**config.mk**
```make
export PLATFORM = sky130hd
export DESIGN_NAME = rf_wport_arbiter_flat
export DESIGN_NICKNAME = d
export VERILOG_FILES = /design/src/rtl/rf_wport_arbiter_if.sv /design/src/rtl/rf_wport_arbiter.sv /design/src/flat_wrapper.sv
export SDC_FILE = /design/constraint.sdc
export NUM_CORES = 1
export LEC_CHECK = 0
export ABC_AREA = 0
export BUFFER_PORTS_ARGS = -buffer_cell sky130_fd_sc_hd__buf_2
export CAP_MARGIN = 20
export CORE_ASPECT_RATIO = 2
export CORE_UTILIZATION = 30
export CTS_BUF_LIST = sky130_fd_sc_hd__clkbuf_8
export DETAILED_ROUTE_END_ITERATION = 6
export PLACE_DENSITY = 0.56
export SLEW_MARGIN = 20
export SYNTH_ARGS = -nofsm -noshare
export SYNTH_HDL_FRONTEND = slang
export SYNTH_SLANG_ARGS = --single-unit
```
**constraint.sdc**
```tcl
create_clock -name clk -period 3.3 [get_ports clk]
set_clock_uncertainty 0.1 [all_clocks]
set_input_delay 0.495 -clock clk [delete_from_list [all_inputs] [get_ports clk]]
set_output_delay 0.495 -clock clk [all_outputs]
set_load 0.02 [all_outputs]
```
**src/rtl/rf_wport_arbiter_if.sv**
```systemverilog
// rf_wport_arbiter_if
// Bundles the writeback, debug-write and register-file write-port signals
// that pass through rf_wport_arbiter. The "slave" modport is the arbiter's
// view; the "master" modport is the view of whatever surrounds it (the
// pipeline, the debug unit and the register file).

interface rf_wport_arbiter_if #(
    parameter int XLEN    = 32,
    parameter int AR_BITS = 5
);

    logic               wb_we_i;
    logic [AR_BITS-1:0] wb_dst_i;
    logic [XLEN-1:0]    wb_r_i;

    logic               dbg_req_i;
    logic               dbg_rdy_o;
    logic [AR_BITS-1:0] dbg_addr_i;
    logic [XLEN-1:0]    dbg_wdata_i;
    logic               dbg_done_o;

    logic               rf_we_o;
    logic [AR_BITS-1:0] rf_dst_o;
    logic [XLEN-1:0]    rf_wdata_o;

    logic               pipe_stall_o;

    modport master (
        output wb_we_i, wb_dst_i, wb_r_i,
        output dbg_req_i, dbg_addr_i, dbg_wdata_i,
        input  dbg_rdy_o, dbg_done_o,
        input  rf_we_o, rf_dst_o, rf_wdata_o,
        input  pipe_stall_o
    );

    modport slave (
        input  wb_we_i, wb_dst_i, wb_r_i,
        input  dbg_req_i, dbg_addr_i, dbg_wdata_i,
        output dbg_rdy_o, dbg_done_o,
        output rf_we_o, rf_dst_o, rf_wdata_o,
        output pipe_stall_o
    );

endinterface

```
**src/rtl/rf_wport_arbiter.sv**
```systemverilog
// rf_wport_arbiter
// Shares the integer register file's single write port between the pipeline
// writeback stage (always wins, zero latency) and a buffered debug write that
// issues in the first cycle the port is free.
// Optional feature macro: RF_WARB_STARVE_EN. When defined, a saturating
// blocked-cycle counter moves a starved debug write into a STALL state that
// freezes the pipeline front-end via pipe_stall_o. When undefined, the debug
// write simply waits for a WB-free cycle and pipe_stall_o is tied low.

module rf_wport_arbiter #(
    parameter int XLEN         = 32,
    parameter int AR_BITS      = 5,
    parameter int STARVE_LIMIT = 8
) (
    input  logic                clk,
    input  logic                rst_n,
    rf_wport_arbiter_if.slave   bus
);

    // Reject out-of-range limits at elaboration time
    if (STARVE_LIMIT < 1 || STARVE_LIMIT > 255) begin : g_limit_check
        $error("rf_wport_arbiter: STARVE_LIMIT must be within 1..255");
    end

    localparam logic [1:0] IDLE  = 2'd0;
    localparam logic [1:0] PEND  = 2'd1;
`ifdef RF_WARB_STARVE_EN
    localparam logic [1:0] STALL = 2'd2;
    localparam logic [7:0] LIMIT_M1 = 8'(STARVE_LIMIT - 1);
`endif

    logic [1:0]         state_q, state_d;
    logic [AR_BITS-1:0] hold_addr_q, hold_addr_d;
    logic [XLEN-1:0]    hold_data_q, hold_data_d;

    logic wb_we;
    logic capture;
    logic issue;

    // A WB write to x0 is discarded and never occupies the port
    assign wb_we   = bus.wb_we_i && (bus.wb_dst_i != '0);
    assign capture = bus.dbg_req_i && (state_q == IDLE);
    assign issue   = (state_q != IDLE) && !wb_we;

`ifdef RF_WARB_STARVE_EN
    logic [7:0] cnt_q, cnt_d;

    // Blocked-cycle counter: cleared when a request is captured, saturating while blocked
    always_comb begin
        cnt_d = cnt_q;
        if (capture) begin
            cnt_d = 8'd0;
        end else if ((state_q == PEND) && wb_we && (cnt_q != 8'hFF)) begin
            cnt_d = cnt_q + 8'd1;
        end
    end

    // Counter register
    always_ff @(posedge clk or negedge rst_n) begin
        if (!rst_n) begin
            cnt_q <= 8'd0;
        end else begin
            cnt_q <= cnt_d;
        end
    end
`endif

    // Next-state and hold-buffer logic for the pending debug write
    always_comb begin
        state_d     = state_q;
        hold_addr_d = hold_addr_q;
        hold_data_d = hold_data_q;
        case (state_q)
            IDLE: begin
                if (capture) begin
                    state_d     = PEND;
                    hold_addr_d = bus.dbg_addr_i;
                    hold_data_d = bus.dbg_wdata_i;
                end
            end
            PEND: begin
                if (!wb_we) begin
                    state_d = IDLE;
`ifdef RF_WARB_STARVE_EN
                end else if (cnt_q == LIMIT_M1) begin
                    state_d = STALL;
`endif
                end
            end
`ifdef RF_WARB_STARVE_EN
            STALL: begin
                if (!wb_we) begin
                    state_d = IDLE;
                end
            end
`endif
            default: begin
                state_d = IDLE;
            end
        endcase
    end

    // State and hold registers; reset discards any pending debug write
    always_ff @(posedge clk or negedge rst_n) begin
        if (!rst_n) begin
            state_q     <= IDLE;
            hold_addr_q <= '0;
            hold_data_q <= '0;
        end else begin
            state_q     <= state_d;
            hold_addr_q <= hold_addr_d;
            hold_data_q <= hold_data_d;
        end
    end

    // Write-port mux: WB passes straight through unless the buffered debug write issues
    always_comb begin
        bus.rf_we_o    = 1'b0;
        bus.rf_dst_o   = '0;
        bus.rf_wdata_o = '0;
        bus.dbg_done_o = 1'b0;
        if (rst_n) begin
            if (issue) begin
                bus.rf_we_o    = (hold_addr_q != '0);
                bus.rf_dst_o   = hold_addr_q;
                bus.rf_wdata_o = hold_data_q;
                bus.dbg_done_o = 1'b1;
            end else begin
                bus.rf_we_o    = wb_we;
                bus.rf_dst_o   = bus.wb_dst_i;
                bus.rf_wdata_o = bus.wb_r_i;
            end
        end
    end

    // Handshake ready and front-end freeze request
    always_comb begin
        bus.dbg_rdy_o = (state_q == IDLE);
`ifdef RF_WARB_STARVE_EN
        bus.pipe_stall_o = rst_n && (state_q == STALL) && wb_we;
`else
        bus.pipe_stall_o = 1'b0;
`endif
    end

endmodule

```
**src/flat_wrapper.sv**
```systemverilog
// flat-port wrapper written by rule: the top's interface ports become plain ports
module rf_wport_arbiter_flat 
#(
    parameter int XLEN         = 32,
    parameter int AR_BITS      = 5,
    parameter int STARVE_LIMIT = 8
)
  (clk, rst_n, bus_wb_we_i, bus_wb_dst_i, bus_wb_r_i, bus_dbg_req_i, bus_dbg_addr_i, bus_dbg_wdata_i, bus_dbg_rdy_o, bus_dbg_done_o, bus_rf_we_o, bus_rf_dst_o, bus_rf_wdata_o, bus_pipe_stall_o);
  rf_wport_arbiter_if #(.XLEN(XLEN), .AR_BITS(AR_BITS)) bus_i ();
  input  logic clk;
  input  logic rst_n;
  input wire logic [$bits(bus_i.wb_we_i)-1:0] bus_wb_we_i;
  input wire logic [$bits(bus_i.wb_dst_i)-1:0] bus_wb_dst_i;
  input wire logic [$bits(bus_i.wb_r_i)-1:0] bus_wb_r_i;
  input wire logic [$bits(bus_i.dbg_req_i)-1:0] bus_dbg_req_i;
  input wire logic [$bits(bus_i.dbg_addr_i)-1:0] bus_dbg_addr_i;
  input wire logic [$bits(bus_i.dbg_wdata_i)-1:0] bus_dbg_wdata_i;
  output wire logic [$bits(bus_i.dbg_rdy_o)-1:0] bus_dbg_rdy_o;
  output wire logic [$bits(bus_i.dbg_done_o)-1:0] bus_dbg_done_o;
  output wire logic [$bits(bus_i.rf_we_o)-1:0] bus_rf_we_o;
  output wire logic [$bits(bus_i.rf_dst_o)-1:0] bus_rf_dst_o;
  output wire logic [$bits(bus_i.rf_wdata_o)-1:0] bus_rf_wdata_o;
  output wire logic [$bits(bus_i.pipe_stall_o)-1:0] bus_pipe_stall_o;
  assign bus_i.wb_we_i = bus_wb_we_i;
  assign bus_i.wb_dst_i = bus_wb_dst_i;
  assign bus_i.wb_r_i = bus_wb_r_i;
  assign bus_i.dbg_req_i = bus_dbg_req_i;
  assign bus_i.dbg_addr_i = bus_dbg_addr_i;
  assign bus_i.dbg_wdata_i = bus_dbg_wdata_i;
  assign bus_dbg_rdy_o = bus_i.dbg_rdy_o;
  assign bus_dbg_done_o = bus_i.dbg_done_o;
  assign bus_rf_we_o = bus_i.rf_we_o;
  assign bus_rf_dst_o = bus_i.rf_dst_o;
  assign bus_rf_wdata_o = bus_i.rf_wdata_o;
  assign bus_pipe_stall_o = bus_i.pipe_stall_o;
  rf_wport_arbiter #(.XLEN(XLEN), .AR_BITS(AR_BITS), .STARVE_LIMIT(STARVE_LIMIT)) u_core (.clk(clk), .rst_n(rst_n), .bus(bus_i));
endmodule
```
* Word level (Yosys, flattened, before mapping)
Index checks and enable logic that the tools add are counted.
Word-level totals: logic and storage cells 27, output and inout port bits 41, bits of input ports 78, bits in registers 39
Cells by class: equal/unequal tests 3, reduce and logical (&&, ||, !) cells 10, multiplexer cells 11
Operators with widths (count):
- $mux W32 | 2
- $mux W5 | 2
- $reduce_bool A5 Y1 | 2
- $mux W1 | 4
- $mux W2 | 2
- $pmux W2 S2 | 1
- $reduce_and A2 Y1 | 2
- $logic_and A1 B1 Y1 | 3
- $eq A2 B1 Y1 const B | 1
- $logic_not A2 Y1 | 1
- $ne A2 B1 Y1 const B | 1
- $ne A2 B2 Y1 const B | 1
- $reduce_bool A2 Y1 | 1
- $logic_not A1 Y1 | 1

* Longest topological paths before layout
word-level depth 6, gate-level depth with buffers 5, depth with buffers taken out 3

* Worst setup path before layout
Ideal clock, no wire load.
kind input to output, start point input bus_wb_dst_i[0], end point output bus_rf_dst_o[1], slack 849 ps, data arrival time 1856 ps, buffers on the path 2, data required time 2705 ps, cell stages on the path 5, cells stage by stage or4_1 buf_2 buf_6 or3_1 o211ai_1
Between the ends: cells in the longest elaborated chain, start to end 6
RTL lines:
- from (decl) | line flat_wrapper.sv:13 | input wire logic [$bits(bus_i.wb_dst_i)-1:0] bus_wb_dst_i;
- $reduce_bool A5 Y1 | line rf_wport_arbiter.sv:41 | assign wb_we = bus.wb_we_i && (bus.wb_dst_i != '0);
- $logic_and A1 B1 Y1 | line rf_wport_arbiter.sv:41
- $logic_not A1 Y1 | line rf_wport_arbiter.sv:43 | assign issue = (state_q != IDLE) && !wb_we;
- $logic_and A1 B1 Y1 | line rf_wport_arbiter.sv:43
- $mux W5 | line rf_wport_arbiter.sv:123 | if (issue) begin
- $mux W5 | line rf_wport_arbiter.sv:122 | if (rst_n) begin
- to (decl) | line flat_wrapper.sv:21 | output wire logic [$bits(bus_i.rf_dst_o)-1:0] bus_rf_dst_o;
Every way passes these cells.

* Final worst setup path
start point input rst_n, end point output bus_rf_wdata_o[25]
Between the ends: cells in the longest elaborated chain, start to end 1
RTL lines:
- from (decl) | line flat_wrapper.sv:11 | input logic rst_n;
- $mux W32 | line rf_wport_arbiter.sv:122
- to (decl) | line flat_wrapper.sv:22 | output wire logic [$bits(bus_i.rf_wdata_o)-1:0] bus_rf_wdata_o;
Every way passes these cells.

==> impl.org <==
** STA
- Portion of the clock cycle consumed by the worst path in the final layout :: 0.910
- Tightest slew margin relative to the limit :: 0.428
- Crit path time final :: 3000 ps
- Setup repair after global routing left no endpoint under its margin.
- The max-slew violation count was 0.
- After routing, the total negative slack on setup checks comes to 0 ps.
- Setup violations remaining at the end of the flow were counted as 0.
- For this run, the top clock speed supported by timing is approximately 0.33 GHz.
- Final hold vios :: 0
- For the pin with the worst max-slew slack, the measured transition is between 800 and 900 ps.

** Setup path
- In this run the register-to-register setup slack is 1510 ps.
- STA classifies the critical path endpoint as a primary output.
- Data required, critical path :: about 2700 ps
- The signal on the critical path passes through dlygate4sd3_1 > buf_4 > buf_12 > nand2_1 > nor3_1 > or4_1 > buf_2.
- Endpoint arrival time on the critical path :: around 2400 ps
- Among all stages on the critical path, the largest delay is contributed by sky130_fd_sc_hd__or4_1.
- Of all nets on the critical path, the largest fanout is 52.
- STA classifies the critical path startpoint as an input port.
- CP peak stage delay :: a little under 600 ps
- By startpoint and endpoint, the worst setup path is classified as in -> out.

** Cells and area
- Growth of design area from synthesis to finish :: 27.2%
- Core occupancy in the finished layout :: 0.399
- Ratio of cells with drive above 1 in the final layout :: 0.380
- Nets :: 548
- Counting the fill cells in the layout gives roughly 1000.

** Logic synthesis
- Area fraction of the dominant cell type after synthesis :: 0.335
- Post-synthesis register bit count :: 38
- By area the synthesized netlist is led by sky130_fd_sc_hd__dfrtp_1 (33%), sky130_fd_sc_hd__nor3_1 (17%), sky130_fd_sc_hd__mux2_2 (15%), sky130_fd_sc_hd__or4_1 (9.0%), sky130_fd_sc_hd__nand2_1 (8.7%).
- Yosys mapped the design onto 30 distinct sky130hd cell types.
- The biggest area contributor in the post-synthesis netlist is sky130_fd_sc_hd__dfrtp_1.
- For this run, the number of Yosys warnings is 0.
- Syn nets :: between 400 and 500
- Synthesis handed over a netlist of 371 instances.
- Post-synthesis sequential area ratio :: 0.335
- Synth Area per Inst :: about 7.7 um^2
- Post-synthesis instance area :: between 0.002 and 0.003 mm^2

** Floorplan
- The die covers between 0.009 and 0.01 mm^2.
- Horiz. Die Dim :: around 71 um
- Number of rows in the core area :: slightly below 50
- The die is between 100 and 150 um tall.
- Core outline area :: 0.00907 mm^2
- Number of top-level pins :: 119
- Initial standard-cell utilization of the core :: 0.313

** Clock network
- Clock buffer depth :: 2
- Number of CTS-inserted buffers :: 5
- Clock-pin slew was measured on the worst setup and hold paths at 80 ps.
- TritonCTS built the clock tree.
- For the worst-skew pair, the clock arrives at the later sink with an insertion delay of about 300 ps.
- Clock Sinks :: 38
- Clk root buf :: sky130_fd_sc_hd__clkbuf_8
- Total setup buffers inserted after CTS :: 0
- Number of H-tree levels :: 2

** Placed design
- Gp weighted congestion :: 0.739
- DPL Wire Length :: around 6500 um
- During placement, the flow inserted port buffers numbering 117.

** Routing
- The routed design uses just over 5000 um of met2 wire.
- Vias per std cell :: 5.45
- Average wire per standard cell :: ~16 um
- Metal-1 WL :: approximately 3200 um
- For this block, the initial DRC count from the detailed router was roughly 140.
- Detailed routing inserted a total of between 3000 and 4000 vias.
- Top layer used by detailed routing :: met4
- For this run, design rule violations remaining after detail routing come to 0.
- After detailed routing, the met3 layer carries about 440 um of wire.
- The detail route stage leaves a number of antenna-violating nets equal to 0.
- Before antenna repair, the detailed router went through 7 iterations.
- Summed over all layers, the routed wires come to around 9000 um.

** GRT
- Entering global routing, the biggest net connects 53 pins.
- The first global-routing pass estimated roughly 15000 um of wire.
- The via count of the first global-routing pass was 3186.
- Number of antenna violations at the first check in global routing :: 1
- Combined global-route utilization of all metal layers :: 0.188
- Overflow left after global routing :: 0

** Pwr
- Peak supply drop :: between 0.0002 and 0.0003 V
- Pwr dens :: around 440 mW/mm^2
- Total leakage power :: 1.74 nW

** Min path
- The tightest min-delay check is of the in -> reg type.

** Run
- Number of max-cap violations :: 0

** Outcome
- Run status :: finished, final reports clean
## cell usage in the layout, fill, tap and decap left out, drive strengths merged
master / synthesis / layout
nor2b: 2 / 2
a21o: 2 / 2
a21oi: 1 / 1
o21ai: 3 / 3
and2b: 1 / 1
clkbuf: 16 / 6
a21boi: 1 / 1
nand2: 66 / 66
nor2: 32 / 32
o311a: 2 / 2
nand3: 3 / 3
inv: 1 / 2
o21bai: 1 / 1
nor3: 96 / 96
conb: 1 / 1
or4: 34 / 34
a31o: 1 / 1
and2: 1 / 1
clkinv: 0 / 1
or3: 2 / 2
nand2b: 2 / 2
buf: 23 / 130
nor4: 3 / 3
dlygate4sd3: 0 / 1
diode: 0 / 1
o211ai: 2 / 2
mux2: 37 / 37
dfrtp: 38 / 38
## power breakdown
| group | total, mW | internal [mW] | switching [mW] |
|---|---|---|---|
| registers | 0.626 | 0.570 | 0.0563 |
| clock network | 0.339 | 0.166 | 0.174 |
| logic | 0.614 | 0.265 | 0.350 |
| total | 1.58 | 1.00 | 0.580 |
## stage by stage
stage	cell area (um^2)	std cells	hold slack (ps)	power, mW	setup WS (ps)
6_report	3620	574	323	1.58	297
4_1_cts	3610	573	313	1.61	276
3_5_place_dp	3510	564	278	1.26	602
5_1_grt	3620	574	313	1.69	206
3_3_place_gp	3510	564	281	1.25	593
2_1_floorplan	2840	371	99.4	1.05	849
## state kept, by name (all words and copies together) (netlist names)
signal	flops
u_core.hold_addr_q	5
u_core.state_q	1
u_core.hold_data_q	32
## worst max-delay path, delay by kind of cell
kind | cells | cell delay (ps)
and+or+nand+nor | 3 | 740
buffers and inverters | 4 | 1160
## final cells by class
type | instances | area, um^2 | area share
multi-input cells | 293 | 1730 | 0.479
clock buffers | 6 | 82.6 | 0.0228
repair buffers | 131 | 708 | 0.196
clock inverters | 2 | 8.76 | 0.00242
diodes | 1 | 2.50 | 0.000692
well taps | 102 | 128 | 0.0353
inverters | 1 | 3.75 | 0.00104
flip-flops and latches | 38 | 951 | 0.263
## cells by family after synthesis
logic type             synth area share
other                           0.00132
AO/OA/AOI/OAI                    0.0330
multiplexers                      0.147
flip-flops                        0.335
buffers and inverters            0.0643
AND/OR/NAND/NOR                   0.420
## Yosys cell counts
cell                       number
sky130_fd_sc_hd__nor4_2         1
sky130_fd_sc_hd__o211ai_1       2
sky130_fd_sc_hd__conb_1         1
sky130_fd_sc_hd__mux2_2        37
sky130_fd_sc_hd__and2_1         1
sky130_fd_sc_hd__nor2_1        32
sky130_fd_sc_hd__nand3_1        3
sky130_fd_sc_hd__or3_1          2
sky130_fd_sc_hd__nor3_1        96
sky130_fd_sc_hd__o21bai_1       1
sky130_fd_sc_hd__dfrtp_1       38
sky130_fd_sc_hd__buf_2         17
sky130_fd_sc_hd__inv_1          1
sky130_fd_sc_hd__nor4_1         2
sky130_fd_sc_hd__clkbuf_1      16
sky130_fd_sc_hd__buf_4          1
sky130_fd_sc_hd__nand2b_1       2
sky130_fd_sc_hd__a21oi_1        1
sky130_fd_sc_hd__nand2_1       66
sky130_fd_sc_hd__a21o_1         2
sky130_fd_sc_hd__o21ai_0        1
sky130_fd_sc_hd__and2b_1        1
sky130_fd_sc_hd__nor2b_1        2
sky130_fd_sc_hd__a31o_1         1
sky130_fd_sc_hd__o311a_1        2
sky130_fd_sc_hd__buf_1          4
sky130_fd_sc_hd__a21boi_1       1
sky130_fd_sc_hd__buf_6          1
sky130_fd_sc_hd__or4_1         34
sky130_fd_sc_hd__o21ai_1        2
## path summary, 6_finish.rpt
path / end / start / cells after the start
max: bus_rf_wdata_o[25] / rst_n / 7
min: u_core.hold_data_q[6]$_DFFE_PN0P_ / bus_dbg_wdata_i[6] / 2
max reg2reg: u_core.hold_addr_q[3]$_DFFE_PN0P_ / u_core.state_q[0]$_DFFE_PN0P_ / 3
min reg2reg: u_core.hold_data_q[0]$_DFFE_PN0P_ / u_core.hold_data_q[0]$_DFFE_PN0P_ / 1
max in group asynchronous: u_core.hold_data_q[2]$_DFFE_PN0P_ / rst_n / 3
min in group asynchronous: u_core.hold_data_q[15]$_DFFE_PN0P_ / rst_n / 2
## metal layers
| layer | track usage | vias to the layer above |
|---|---|---|
| li1 | - | 1522 |
| met1 | 0.191 | 1475 |
| met2 | 0.357 | 108 |
| met3 | 0.0246 | 22 |
| met4 | 0.101 | 0 |
| met5 | 0 | - |
## timing repair
action	in CTS	in global routing
resized for setup	0	0
hold endpoints to repair	5	0
hold buffers	1	0
No activity file was read; power rests on OpenSTA's default activity.
